**config.mk**
```make
export PLATFORM = sky130hd
export DESIGN_NAME = baud_gen_prog
export DESIGN_NICKNAME = d
export VERILOG_FILES = /design/src/rtl/baud_pkg.sv /design/src/rtl/baud_frac_acc.sv /design/src/rtl/baud_gen_prog.sv
export SDC_FILE = /design/constraint.sdc
export NUM_CORES = 1
export LEC_CHECK = 0
export ABC_AREA = 1
export CORE_MARGIN = 4
export CORE_UTILIZATION = 40
export DETAILED_ROUTE_END_ITERATION = 8
export GPL_TIMING_DRIVEN = 0
export PLACE_DENSITY = 0.67
export SYNTH_ARGS = -nofsm -noshare
export SYNTH_HDL_FRONTEND = slang
export SYNTH_HIERARCHICAL = 1
export SYNTH_SLANG_ARGS = --single-unit
```
**constraint.sdc**
```tcl
create_clock -name clk -period 2.49 [get_ports clk]
set_clock_uncertainty 0.2 [all_clocks]
set_input_delay 0.249 -clock clk [delete_from_list [all_inputs] [get_ports clk]]
set_output_delay 0.249 -clock clk [all_outputs]
set_load 0.05 [all_outputs]
```
**src/rtl/baud_pkg.sv**
```systemverilog
// Shared constants for the programmable baud-tick generator.
// Holds the default-divisor helper, minimum divisor and oversample default.
package baud_pkg;

  localparam int MIN_DIV    = 2;
  localparam int OS_DEFAULT = 16;

  function automatic int default_div(
    input int clk_hz,
    input int baud,
    input int os
  );
    return clk_hz / (baud * os);
  endfunction

endpackage

```
**src/rtl/baud_frac_acc.sv**
```systemverilog
// Fractional divisor accumulator; its carry stretches the next os period.
// Only instantiated when BAUD_GEN_FRAC_EN is defined.
module baud_frac_acc
  import baud_pkg::*;
#(
  parameter int FRAC_WIDTH = 4
) (
  input  logic                  clk,
  input  logic                  rst_n,
  input  logic                  clr,
  input  logic                  step,
  input  logic [FRAC_WIDTH-1:0] frac,
  output logic                  carry
);

  logic [FRAC_WIDTH-1:0] acc;
  logic                  carry_q;
  logic [FRAC_WIDTH:0]   sum;

  assign sum   = {1'b0, acc} + {1'b0, frac};
  assign carry = carry_q;

  // carry_q belongs to the period that starts at this step
  always_ff @(posedge clk) begin
    if (!rst_n || clr) begin
      acc     <= '0;
      carry_q <= 1'b0;
    end else if (step) begin
      {carry_q, acc} <= sum;
    end
  end

endmodule

```
**src/rtl/baud_gen_prog.sv**
```systemverilog
// Runtime-programmable oversample/bit tick generator for UART TX/RX.
// Define BAUD_GEN_FRAC_EN to enable the fractional divisor.
module baud_gen_prog
  import baud_pkg::*;
#(
  parameter int CLOCK_FREQ   = 100000000,
  parameter int DEFAULT_BAUD = 9600,
  parameter int OVERSAMPLE   = OS_DEFAULT,
  parameter int DIV_WIDTH    = 16,
  parameter int FRAC_WIDTH   = 4
) (
  input  logic                  clk,
  input  logic                  rst_n,
  input  logic                  en,
  input  logic [DIV_WIDTH-1:0]  div_int,
  input  logic [FRAC_WIDTH-1:0] div_frac,
  input  logic                  div_load,
  input  logic                  sync_clr,
  output logic                  os_tick,
  output logic                  bit_tick,
  output logic                  div_err
);

  localparam int CW = DIV_WIDTH + 1;
  localparam int IW = (OVERSAMPLE > 1) ? $clog2(OVERSAMPLE) : 1;
  localparam logic [DIV_WIDTH-1:0] DEFAULT_DIV =
    DIV_WIDTH'(default_div(CLOCK_FREQ, DEFAULT_BAUD, OVERSAMPLE));
  localparam logic [IW-1:0] IDX_LAST = IW'(OVERSAMPLE - 1);

  logic [DIV_WIDTH-1:0] div_reg, div_nxt;
  logic [DIV_WIDTH-1:0] pend_div, pend_div_nxt;
  logic                 pend_vld, pend_vld_nxt;
  logic [CW-1:0]        os_cnt;
  logic [CW-1:0]        p_last;
  logic [IW-1:0]        os_idx;
  logic                 carry;
  logic                 load_ok;
  logic                 load_bad;
  logic                 at_end;
  logic                 adopt;

  assign load_ok  = div_load && (div_int >= DIV_WIDTH'(MIN_DIV));
  assign load_bad = div_load && !load_ok;
  assign p_last   = {1'b0, div_reg} + CW'(carry) - CW'(1);
  assign at_end   = en && !sync_clr && (os_cnt == p_last);
  assign adopt    = !en || sync_clr || at_end;

`ifdef BAUD_GEN_FRAC_EN
  logic [FRAC_WIDTH-1:0] frac_reg, frac_nxt;
  logic [FRAC_WIDTH-1:0] pend_frac, pend_frac_nxt;

  baud_frac_acc #(
    .FRAC_WIDTH (FRAC_WIDTH)
  ) u_frac (
    .clk   (clk),
    .rst_n (rst_n),
    .clr   (!en || sync_clr),
    .step  (at_end),
    .frac  (frac_reg),
    .carry (carry)
  );
`else
  logic unused_frac;
  assign unused_frac = ^div_frac;
  assign carry       = 1'b0;
`endif

  // a staged divisor is adopted only where a new period begins
  always_comb begin
    div_nxt      = div_reg;
    pend_div_nxt = pend_div;
    pend_vld_nxt = pend_vld;
`ifdef BAUD_GEN_FRAC_EN
    frac_nxt      = frac_reg;
    pend_frac_nxt = pend_frac;
`endif
    if (load_ok) begin
      pend_div_nxt = div_int;
      pend_vld_nxt = 1'b1;
`ifdef BAUD_GEN_FRAC_EN
      pend_frac_nxt = div_frac;
`endif
    end
    if (adopt && pend_vld_nxt) begin
      div_nxt      = pend_div_nxt;
      pend_vld_nxt = 1'b0;
`ifdef BAUD_GEN_FRAC_EN
      frac_nxt = pend_frac_nxt;
`endif
    end
  end

  always_ff @(posedge clk) begin
    if (!rst_n) begin
      div_reg  <= DEFAULT_DIV;
      pend_div <= DEFAULT_DIV;
      pend_vld <= 1'b0;
      div_err  <= 1'b0;
    end else begin
      div_reg  <= div_nxt;
      pend_div <= pend_div_nxt;
      pend_vld <= pend_vld_nxt;
      if (load_ok) begin
        div_err <= 1'b0;
      end else if (load_bad) begin
        div_err <= 1'b1;
      end
    end
  end

`ifdef BAUD_GEN_FRAC_EN
  always_ff @(posedge clk) begin
    if (!rst_n) begin
      frac_reg  <= '0;
      pend_frac <= '0;
    end else begin
      frac_reg  <= frac_nxt;
      pend_frac <= pend_frac_nxt;
    end
  end
`endif

  always_ff @(posedge clk) begin
    if (!rst_n) begin
      os_cnt   <= '0;
      os_idx   <= '0;
      os_tick  <= 1'b0;
      bit_tick <= 1'b0;
    end else begin
      os_tick  <= 1'b0;
      bit_tick <= 1'b0;
      if (!en || sync_clr) begin
        os_cnt <= '0;
        os_idx <= '0;
      end else if (at_end) begin
        os_cnt  <= '0;
        os_tick <= 1'b1;
        if (os_idx == IDX_LAST) begin
          os_idx   <= '0;
          bit_tick <= 1'b1;
        end else begin
          os_idx <= os_idx + IW'(1);
        end
      end else begin
        os_cnt <= os_cnt + CW'(1);
      end
    end
  end

endmodule

```
==> impl_metrics.tcl <==
set metrics [dict create \
    numCtsBuffers 9 \
    ir_drop_v 0.000346 \
    grt_pass1_wl_microns 12000 \
    crit_path_max_fanout 10 \
    syn_avg_cell_area_sq_um 6.87 \
    coreArea_sq_um 7770 \
    synth_seq_cells 57 \
    viasPerCell 4.70 \
    startpoint "div_reg[1]$_SDFFE_PN1P_" \
    io_buffers 22 \
    ios 28 \
    grt_start_max_net_pins 12 \
    yosysSeqAreaShare_pct 35.4 \
    root_buffer "clkbuf_8" \
    fin_nets 530 \
    synth_top_cells_by_area "dfxtp_1, nand2_1, nand3_1" \
    status "finished clean" \
    worst_pin_slew_ps 579 \
    final_util_pct 49.5 \
    p_leak_nw 1.59 \
    antenna_found_initial 0 \
    async_flop_share_pct 0 \
    cts_sinks 57 \
    hpwl_microns 5260 \
    worstRegToRegCells 16 \
    yosys.cell_count.top_type "nand2_1" \
    first_iter_violations 93 \
    drcViolationCount 0 \
    dieHeight_microns 97.8 \
    die_width_microns 97.8 \
    yosysWarnings 6 \
    drive_above_1_share_pct 17.0 \
    antennaDiodeCount 0 \
    wl_per_cell_microns 11.3 \
    synth_top_area_cell "dfxtp_1" \
    fmax_ghz 0.435 \
    clk_pin_slew_ps 70 \
    r2r_setup_slack_ps 190 \
    syn-num-nets 497 \
    wl_microns 6910 \
    r2r-start "div_reg[1]$_SDFFE_PN1P_" \
    maxSlewHeadroom_pct 61.4 \
    hp-class "input pin to flip-flop" \
    ys.flop_type "dfxtp_1" \
    grt_pass1_vias 2782 \
    fin_crit_sh_pct 92.2 \
    cp_data_arrival_time_ps 2330 \
    synth_top_area_share_pct 35.4 \
    synth_area_sq_um 3220 \
    setup_viol 0 \
    dr_total_vias 2861 \
    crit_path_start_kind "flip-flop" \
    firstDrtPassIters 4 \
    critical-path-max-stage-delay_ps 340 \
    setup_ws_ps 193 \
    synthDistinctLibCells 34 \
    synth_common_cells "nand2_1, dfxtp_1, nor2_1, nand3_1, inv_1" \
    drv_cap 0 \
    slowest_stage "dfxtp_2" \
    clock_path_buffers 2 \
    drtAntennaViolNets 0 \
    clock_latency_ps 340 \
    r2r_end "div_reg[12]$_SDFFE_PN0P_" \
    largest_register_ff_count 17 \
    crit_path_end_kind "flip-flop" \
    place_area_sq_um 3570 \
    place_congestion 0.868 \
    crit_type "flip-flop to flip-flop" \
    cts_tree "yes" \
    cts_max_level 3 \
    total_power_w 0.00220 \
    grtUsageTotal_pct 15.2 \
    maxSlewViolCount 0 \
    syn2layout_area_growth_pct 19.1 \
    path_cells "inv_1 > ha_4 > nand2_4 > nor2_8 > nand3_2 > nand3_1 > inv_2 > nor2_1 > nand2_2 > nor2_4 > nand2_4 > nand2_8 > buf_6 > nand3_1 > nand2_1 > nor2_1" \
    synth-edff-count 0 \
    pre_cts_slack_ps -233 \
    post-cts-setup-buffers 0 \
    rows 32 \
    worstPathRequired_ps 2520 \
    period_minus_slack_ps 2300 \
    syn_inst 469 \
    power_density_nw_per_um2 572 \
    grt.overflow.total 0 \
    die-area_sq_um 9560 \
    fin_area_sq_um 3840 \
    hold_viol 0 \
    initial_core_util_pct 41.5 \
    setup.worst_path.end "div_reg[12]$_SDFFE_PN0P_" \
]
[per-layer routing]
layer	global-route usage [%]	vias up	share of wire, %
met3	3.86	8	3.7
met5	0	-	0
li1	-	1555	-
met1	18.8	1258	50
met2	25.8	40	45
met4	5.11	0	1.5
[worst min path at each step]
stage                     cells past startpoint                   start  slack, ps                 endpoint
final                                         3                   rst_n        110  div_reg[2]$_SDFFE_PN0P_
after global routing                          3                   rst_n        130  div_reg[2]$_SDFFE_PN0P_
after CTS                                     3                   rst_n        100  div_reg[2]$_SDFFE_PN0P_
after detailed placement                      2  pend_div[3]$_SDFF_PN1_        250   pend_div[3]$_SDFF_PN1_
after global placement                        2  pend_div[7]$_SDFF_PN1_        250   pend_div[7]$_SDFF_PN1_
after floorplan                               1                sync_clr        130       os_tick$_SDFF_PP0_
[per-stage QoR]
step	TNS, ps	cells	hold WS [ps]
2_1_floorplan	0	469	128
3_5_place_dp	-2760	593	250
4_1_cts	0	609	96.4
5_1_grt	-15.2	609	129
3_3_place_gp	-2160	593	248
6_report	0	609	112
[layout make-up]
| cell class | count | area, sq um |
|---|---|---|
| plain buffers | 18 | 110 |
| clock buffers | 10 | 128 |
| clock inverters | 6 | 67.6 |
| fillers | 762 | 3930 |
| inverters | 43 | 161 |
| multi-input cells | 351 | 1880 |
| flip-flops and latches | 57 | 1140 |
| well taps | 102 | 128 |
| repair buffers | 22 | 220 |
[repair_timing]
item,CTS,global route
cloned,0,0
endpoints found under the setup margin,19,29
pin swaps,0,5
hold buffers,0,0
gates resized for setup,2,17
[report_power, final]
part	internal [W]	leakage (nW)	total, W	switching (W)
clock network	0.000465	0.0929	0.000873	0.000407
registers	0.000954	0.468	0.000991	0.0000363
logic	0.000142	1.03	0.000336	0.000193
[critical path, delay by kind of cell (launching register included)]
family                     cells  cell delay (ps)
and+or+nand+nor               12             1170
DFF                            1              340
buffers and inverters          3              280
adders and majority gates      1              190
[cells by family (layout without fill, tap and decap cells)]
group	Yosys count	count (layout)	share of synthesized area (%)
AND/OR/NAND/NOR	288	288	42.9
flip-flops	57	57	35.4
XOR/XNOR	24	24	6.52
AO/OA/AOI/OAI	36	36	5.63
buffers and inverters	61	99	8.38
adder cells (fa/ha/maj)	3	3	1.16
[cell usage in the layout (no fill, tap or decap), drive strengths merged]
cell             n
nand4            8
a31oi            1
bufinv           1
clkbuf          20
nor3             8
xnor2           13
clkinv           3
nor2            83
buf              8
or2             13
dfxtp           57
a21oi           16
o21ai           19
nand3b           2
nand2          120
xor2            11
clkdlybuf4s50   22
ha               3
nor4             4
nor3b            1
inv             43
clkinvlp         2
nand3           49
No activity file was read; power rests on OpenSTA's default activity.
